`src/rtl/fifo_uart_tx_drain.sv`:
```
// fifo_uart_tx_drain
//   Read-side consumer for an 8-bit single-clock FIFO. Pops one byte whenever
//   data is available and fetching is enabled, then shifts it out as a UART 8N1
//   frame (start bit, 8 data bits LSB first, stop bit) on tx.
//
// Ports
//   clk         clock, rising edge
//   rst         asynchronous reset, active-low
//   fifo_empty  FIFO empty flag
//   fifo_data   FIFO registered read data, valid the cycle after fifo_rd_en
//   fifo_rd_en  registered pop request, one-cycle pulse per byte
//   tx_enable   allows new fetches; only looked at when a fetch may begin
//   tx          serial output, idle high
//   busy        high in every state except IDLE
//   byte_done   one-cycle pulse after a frame's stop bit completes
//   bytes_sent  count of completed frames, wraps silently
module fifo_uart_tx_drain #(
    parameter int unsigned CLKS_PER_BIT = 16,
    parameter int unsigned CNT_W        = 16
) (
    input  logic             clk,
    input  logic             rst,
    input  logic             fifo_empty,
    input  logic [7:0]       fifo_data,
    output logic             fifo_rd_en,
    input  logic             tx_enable,
    output logic             tx,
    output logic             busy,
    output logic             byte_done,
    output logic [CNT_W-1:0] bytes_sent
);

    localparam int unsigned       BAUD_W    = (CLKS_PER_BIT > 1) ? $clog2(CLKS_PER_BIT) : 1;
    localparam logic [BAUD_W-1:0] BAUD_LAST = BAUD_W'(CLKS_PER_BIT - 1);

    typedef enum logic [2:0] {
        S_IDLE,
        S_FETCH,
        S_LOAD,
        S_START,
        S_DATA,
        S_STOP
    } state_t;

    state_t            state_q, state_d;
    logic [BAUD_W-1:0] baud_q, baud_d;
    logic [2:0]        bit_q, bit_d;
    logic [7:0]        shift_q, shift_d;
    logic [CNT_W-1:0]  bytes_sent_q, bytes_sent_d;
    logic              tx_q, tx_d;
    logic              rd_en_q, rd_en_d;
    logic              busy_q, busy_d;
    logic              done_q, done_d;
    logic              can_fetch;
    logic              baud_last;

    always_comb begin
        can_fetch    = tx_enable && !fifo_empty;
        baud_last    = (baud_q == BAUD_LAST);
        state_d      = state_q;
        baud_d       = baud_q;
        bit_d        = bit_q;
        shift_d      = shift_q;
        bytes_sent_d = bytes_sent_q;
        done_d       = 1'b0;

        case (state_q)
            S_IDLE: begin
                baud_d = '0;
                if (can_fetch) state_d = S_FETCH;
            end
            S_FETCH: begin
                baud_d  = '0;
                state_d = S_LOAD;
            end
            S_LOAD: begin
                // Read data is valid now, one cycle after the pop request.
                baud_d  = '0;
                shift_d = fifo_data;
                state_d = S_START;
            end
            S_START: begin
                if (baud_last) begin
                    baud_d  = '0;
                    bit_d   = '0;
                    state_d = S_DATA;
                end else begin
                    baud_d = baud_q + 1'b1;
                end
            end
            S_DATA: begin
                if (baud_last) begin
                    baud_d = '0;
                    if (bit_q == 3'd7) state_d = S_STOP;
                    else               bit_d   = bit_q + 3'd1;
                end else begin
                    baud_d = baud_q + 1'b1;
                end
            end
            S_STOP: begin
                if (baud_last) begin
                    baud_d       = '0;
                    done_d       = 1'b1;
                    bytes_sent_d = bytes_sent_q + 1'b1;
                    state_d      = can_fetch ? S_FETCH : S_IDLE;
                end else begin
                    baud_d = baud_q + 1'b1;
                end
            end
            default: state_d = S_IDLE;
        endcase

        // Outputs are decoded from the next state so they can be registered
        // and still line up cycle-for-cycle with the state they belong to.
        rd_en_d = (state_d == S_FETCH);
        busy_d  = (state_d != S_IDLE);
        case (state_d)
            S_START: tx_d = 1'b0;
            S_DATA:  tx_d = shift_d[bit_d];
            default: tx_d = 1'b1;
        endcase
    end

    always_ff @(posedge clk or negedge rst) begin
        if (!rst) begin
            state_q      <= S_IDLE;
            baud_q       <= '0;
            bit_q        <= '0;
            shift_q      <= '0;
            bytes_sent_q <= '0;
            tx_q         <= 1'b1;
            rd_en_q      <= 1'b0;
            busy_q       <= 1'b0;
            done_q       <= 1'b0;
        end else begin
            state_q      <= state_d;
            baud_q       <= baud_d;
            bit_q        <= bit_d;
            shift_q      <= shift_d;
            bytes_sent_q <= bytes_sent_d;
            tx_q         <= tx_d;
            rd_en_q      <= rd_en_d;
            busy_q       <= busy_d;
            done_q       <= done_d;
        end
    end

    assign fifo_rd_en = rd_en_q;
    assign tx         = tx_q;
    assign busy       = busy_q;
    assign byte_done  = done_q;
    assign bytes_sent = bytes_sent_q;

endmodule

```
`config.mk`:
```
export PLATFORM = sky130hd
export DESIGN_NAME = fifo_uart_tx_drain
export DESIGN_NICKNAME = d
export VERILOG_FILES = /design/src/rtl/fifo_uart_tx_drain.sv
export SDC_FILE = /design/constraint.sdc
export NUM_CORES = 1
export LEC_CHECK = 0
export ABC_AREA = 1
export BUFFER_PORTS_ARGS = -buffer_cell sky130_fd_sc_hd__buf_2
export CORE_MARGIN = 3
export CORE_UTILIZATION = 50
export CTS_CLUSTER_DIAMETER = 50
export DETAILED_ROUTE_END_ITERATION = 8
export PLACE_DENSITY = 0.82
export RECOVER_POWER = 25
export SYNTH_ARGS = -nofsm -noshare
export SYNTH_HDL_FRONTEND = slang
export SYNTH_SLANG_ARGS = --single-unit
export TNS_END_PERCENT = 5
```
`constraint.sdc`:
```
create_clock -name clk -period 3 [get_ports clk]
set_input_delay 0.6 -clock clk [delete_from_list [all_inputs] [get_ports clk]]
set_output_delay 0.6 -clock clk [all_outputs]
set_load 0.1 [all_outputs]
```
* After elaboration in Yosys (flattened, before gate mapping)
Index checks and enable logic that the tools add are counted.
Storage, ports and cells: output and inout port bits 20, input port bits 12, bits in registers 38, word-level logic and storage cells 50
Cells by class: $add $sub $neg 3, order comparisons 1, equal/unequal tests 10, mux-type cells 19, reductions and logical operators 8
Operator list (count):
- 2-to-1 mux 3 bit | 8
- case mux 3 bit (6 select lines) | 1
- adder 16 x 1 -> 16 bit (second input constant) | 1
- == test 3 bit (second input constant) | 4
- == test 3 x 2 -> 1 bit (second input constant) | 3
- 2-to-1 mux 8 bit | 1
- case mux 4 bit (2 select lines) | 1
- == test 3 x 1 -> 1 bit (second input constant) | 2
- case mux 3 bit (2 select lines) | 1
- OR reduction 3 bit | 2
- adder 4 x 1 -> 4 bit (second input constant) | 1
- == test 4 bit (second input constant) | 1
- less-than comparator 3 x 4 -> 1 bit (second input constant) | 1
- 2-to-1 mux 1 bit | 4
- 2-to-1 mux 4 bit | 1
- adder 3 x 1 -> 3 bit (second input constant) | 1
- binary-select mux 1 bit (select 3 bit) | 1
- zero test 3 bit | 1
- nonzero test 3 bit | 1
- case mux 1 bit (2 select lines) | 1
- AND reduction 2 bit | 1
- nonzero test 2 bit | 1
- logical AND 1 bit | 1
- zero test 1 bit | 1

* Longest topological paths before layout
depth after elaboration 7, gate-level depth with buffers 14, mapped depth without buffers 14

* Worst setup path after synthesis
OpenSTA, ideal clock, no wires.
path kind reg2reg, start register bytes_sent_q[2] (netlist: bytes_sent[2]), end register bytes_sent_q[13] (netlist: bytes_sent[13]), clock period less this slack 2.123 ns, setup slack 0.877 ns, cell stages (with the launch flop) 8, library setup time 0.158 ns, buffers on the path 0, data arrival time 1.965 ns, cell sequence dfrtp_1 -> and3_1 -> nand3_2 -> nor2_2 -> nand2_2 -> nor2_4 -> nand4_1 -> xnor2_1
On the way: cells in the longest elaborated chain, start to end 1
Ends and longest elaborated chain:
- start, declared | RTL line 49 | logic [CNT_W-1:0] bytes_sent_q, bytes_sent_d;
- start signal, assigned | RTL line 140 | bytes_sent_q <= bytes_sent_d;
- adder 16 x 1 -> 16 bit | RTL line 104 | bytes_sent_d = bytes_sent_q + 1'b1;
No other way between the ends. A chain may end at the register's enable or synchronous reset.

* Worst setup path in the final report
start register state_q[2], end register tx_q (netlist: tx)
On the way: cells in the longest elaborated chain, start to end 5, elaborated cells between the ends (all ways) 19
Ends and longest elaborated chain:
- start, declared | RTL line 45 | state_t state_q, state_d;
- start signal, assigned | RTL line 136 | state_q <= state_d;
- == test 3 bit (tied with other cells) | RTL line 67 | case (state_q)
- case mux 3 bit (2 select lines) (tied with other cells) | RTL line 67
- binary-select mux 1 bit (select 3 bit) or case mux 3 bit (6 select lines) (tied branches) | RTL line 119, 67
- 2-to-1 mux 1 bit (implied by the code) (tied with other cells) | RTL line 119 | S_DATA: tx_d = shift_d[bit_d];
- case mux 1 bit (2 select lines) * | RTL line 117 | case (state_d)
- named net tx_d | RTL line 50 | logic tx_q, tx_d;
- end signal, assigned | RTL line 141 | tx_q <= tx_d;
- end, declared | RTL line 50
Mark *: on every way through the listed nets, which the timed path passes. The rest lies on a longest branch. The select of a mux whose other input is x is not followed.

==> flow_summary.toml <==
[yosys]
netlist_instances = 226
ys_seq_area_frac = 0.485
synth-seq-cells = 38
synth_area_leaders = "dfrtp_1, nand2_1, inv_1"
yosysTopAreaCellShare = 0.472
synth_edf_count = 0
async_reset_ff_frac = 1.00
synth_warnings = 0
yosys_most_used_dff = "dfrtp_1"
ys_types = 28
syn_avg_cell_area_um2 = 8.68
syn_nets = 241
synth_top_area_cell = "dfrtp_1"
syn_area_um2 = 1960

[job]
drv_cap = 1

[place]
port-buffer-count = 31
gp_congestion = 0.850
dpl.hpwl_mm = 2.67

[floorplan]
die_h_um = 68.6
std_cell_rows = 22
dieArea_um2 = 4710
initial_core_util = 0.528
ios = 32
die_w_um = 68.6
core_area_um2 = 3720

[global_routing]
grt_antenna_before_repair = 0
busiest_layer = "met2"
use_met3 = 0.0535
grt_first_pass_wirelength_mm = 5.78
grt_pass1_vias = 1305
grt_use_total = 0.168
grt-ovfl-total = 0
met2_usage = 0.246
met1_usage = 0.235
grt_max_degree = 39

[cells_and_area]
post-route-util = 0.611
antenna_cells = 0
area_growth_pct = 15.7
layout-drive-gt1-share = 0.214
final_cell_mix = "nand2_1, dfrtp_1, inv_1"
final_nets = 276
mostFrequentLayoutCell = "nand2_1"

[sta]
finClkSkew_ns = 0.00378
hold_viol_final = 0
fin_crit_sh = 0.661
relSlewSlack = -0.281
clock.fmax_mhz = 504
slew_violations = 39
setup-tns-final_ns = 0
finalCriticalPeriod_ns = 1.98
worst_pin_slew_ns = 1.92
rsz0062_at_grt = "false"
setup_viol = 0

[critical_path]
critPathRequiredTime_ns = 3.22
r2r_start = "state_q[2]"
path_class = "reg -> reg"
crit_top_cell = "nand2_1"
ff2ff_path_depth = 11
crit_arrival_ns = 2.21
rrSetupSlack_ns = 1.02
r2r_end = "tx"
cp_cell_sequence = "nor2_2, nand2_1, or2_2, nand2_1, nand2_1, nand3_1, nand2_1, nand2_1, nand2_1, nand2_1, nand2_1"
critPathSlowestCell = "dfrtp_1"
max_stage_delay_ns = 0.54
path_max_fanout = 15
startpoint_type = "flip-flop"
end_kind = "flip-flop"

[cts]
h-tree-depth = 2
max-clock-path-buffers = 2
postCtsHoldBufs = 0
cts_setup_buffers = 0
ctsResizeCount = 0
tritoncts = "done"
clk_pin_slew_worst_paths_ns = 0.07
clkLatencyLatePin_ns = 0.29
cts_sinks = 38
cts_buffers = 5
cts_root_buf = "clkbuf_8"

[routing]
via_count = 1507
drc = 0
wire_per_inst_um = 11.3
drtIter0Drc = 101
avgViaCountPerCell = 4.86
wirelength_mm = 3.51
ant_nets = 0
firstDrtPassIters = 6

[outcome]
status = "finished with violations"
failed_checks = "max-capacitance violations, max-slew violations"

[min_path]
hold_end = "bytes_sent[15]"
worstHoldPathCells = 1
hp-start = "bytes_sent[15]"
hold_class = "reg -> reg"

[power_and_ir_drop]
power_density_nw_per_um2 = 431
peakVddDrop_mv = 0.361
power_leakage_uw = 0.00129
## registers in the layout, summed over array words and instances (netlist names)
name / cells
fifo_rd_en: 1
bit_q: 3
baud_q: 4
state_q: 3
shift_q: 8
tx: 1
busy: 1
byte_done: 1
bytes_sent: 16
## worst max-delay path, delay by kind of cell (launching register included)
| kind | cells | cell delay (ns) |
|---|---|---|
| AND/OR/NAND/NOR | 11 | 1.38 |
| flip-flops | 1 | 0.54 |
## stage by stage
stage / total power, uW / worst slack [ns] / cell area, um2 / hold slack (ns) / std cells
floorplan: 549 / 0.877 / 1960 / 0.304 / 226
global placement: 568 / 1.03 / 2160 / 0.456 / 302
detailed placement: 569 / 1.03 / 2160 / 0.464 / 302
CTS: 993 / 1.02 / 2270 / 0.413 / 310
global route: 1020 / 0.709 / 2270 / 0.497 / 310
finish: 977 / 1.02 / 2270 / 0.467 / 310
## layer usage
layer | wire [um] | part of all wire
met5 | 0 | 0
met4 | 49 | 0.014
met3 | 189 | 0.054
met2 | 1590 | 0.45
met1 | 1690 | 0.48
## Yosys cell counts, types with 2 or more instances
| cell | count |
|---|---|
| nand3_1 | 24 |
| nand3_2 | 5 |
| nand3b_1 | 3 |
| nand4_1 | 3 |
| buf_2 | 3 |
| o211ai_1 | 2 |
| inv_1 | 36 |
| o31ai_1 | 2 |
| o21ai_1 | 2 |
| nor2_4 | 2 |
| ha_1 | 3 |
| nor3b_1 | 2 |
| nor2_2 | 4 |
| xor2_1 | 7 |
| nor2_1 | 9 |
| dfrtp_1 | 37 |
| xnor2_1 | 8 |
| o21ai_0 | 9 |
| nand2_1 | 56 |
## area by class of cell
class	instances	area, um2
clock buffer	5	68.8
clock inverter	3	40.0
fill	318	1450
inverter	36	135
multi-input combinational	149	860
sequential	38	952
tap	48	60.1
timing repair buffer	31	154
## report_power, final
| part | internal, uW | total, uW | switching, uW |
|---|---|---|---|
| sequential | 519 | 520 | 1.65 |
| combinational | 11.8 | 37.0 | 25.1 |
| clock | 244 | 420 | 176 |
## cells by family (layout without fill, tap and decap cells)
kind of cell	count (synthesis)	count (layout)	synth area share
XOR/XNOR	15	15	0.0670
buffers and inverters	39	75	0.0765
AND/OR/NAND/NOR	114	114	0.299
AO/OA/AOI/OAI	16	16	0.0472
multiplexers	1	1	0.00574
flip-flops	38	38	0.485
adder cells (fa/ha/maj)	3	3	0.0191
## worst max path at each step
stage	slack [ns]	startpoint	end	cells past startpoint
6_report	1.02	state_q[2]	tx	11
5_1_grt	0.71	rst	shift_q[1]	1
4_1_cts	1.02	state_q[2]	tx	11
3_5_place_dp	1.03	state_q[2]	tx	11
3_3_place_gp	1.03	state_q[2]	tx	11
2_1_floorplan	0.88	bytes_sent[2]	bytes_sent[13]	7
Note: power is estimated with default switching activity, not from simulation.
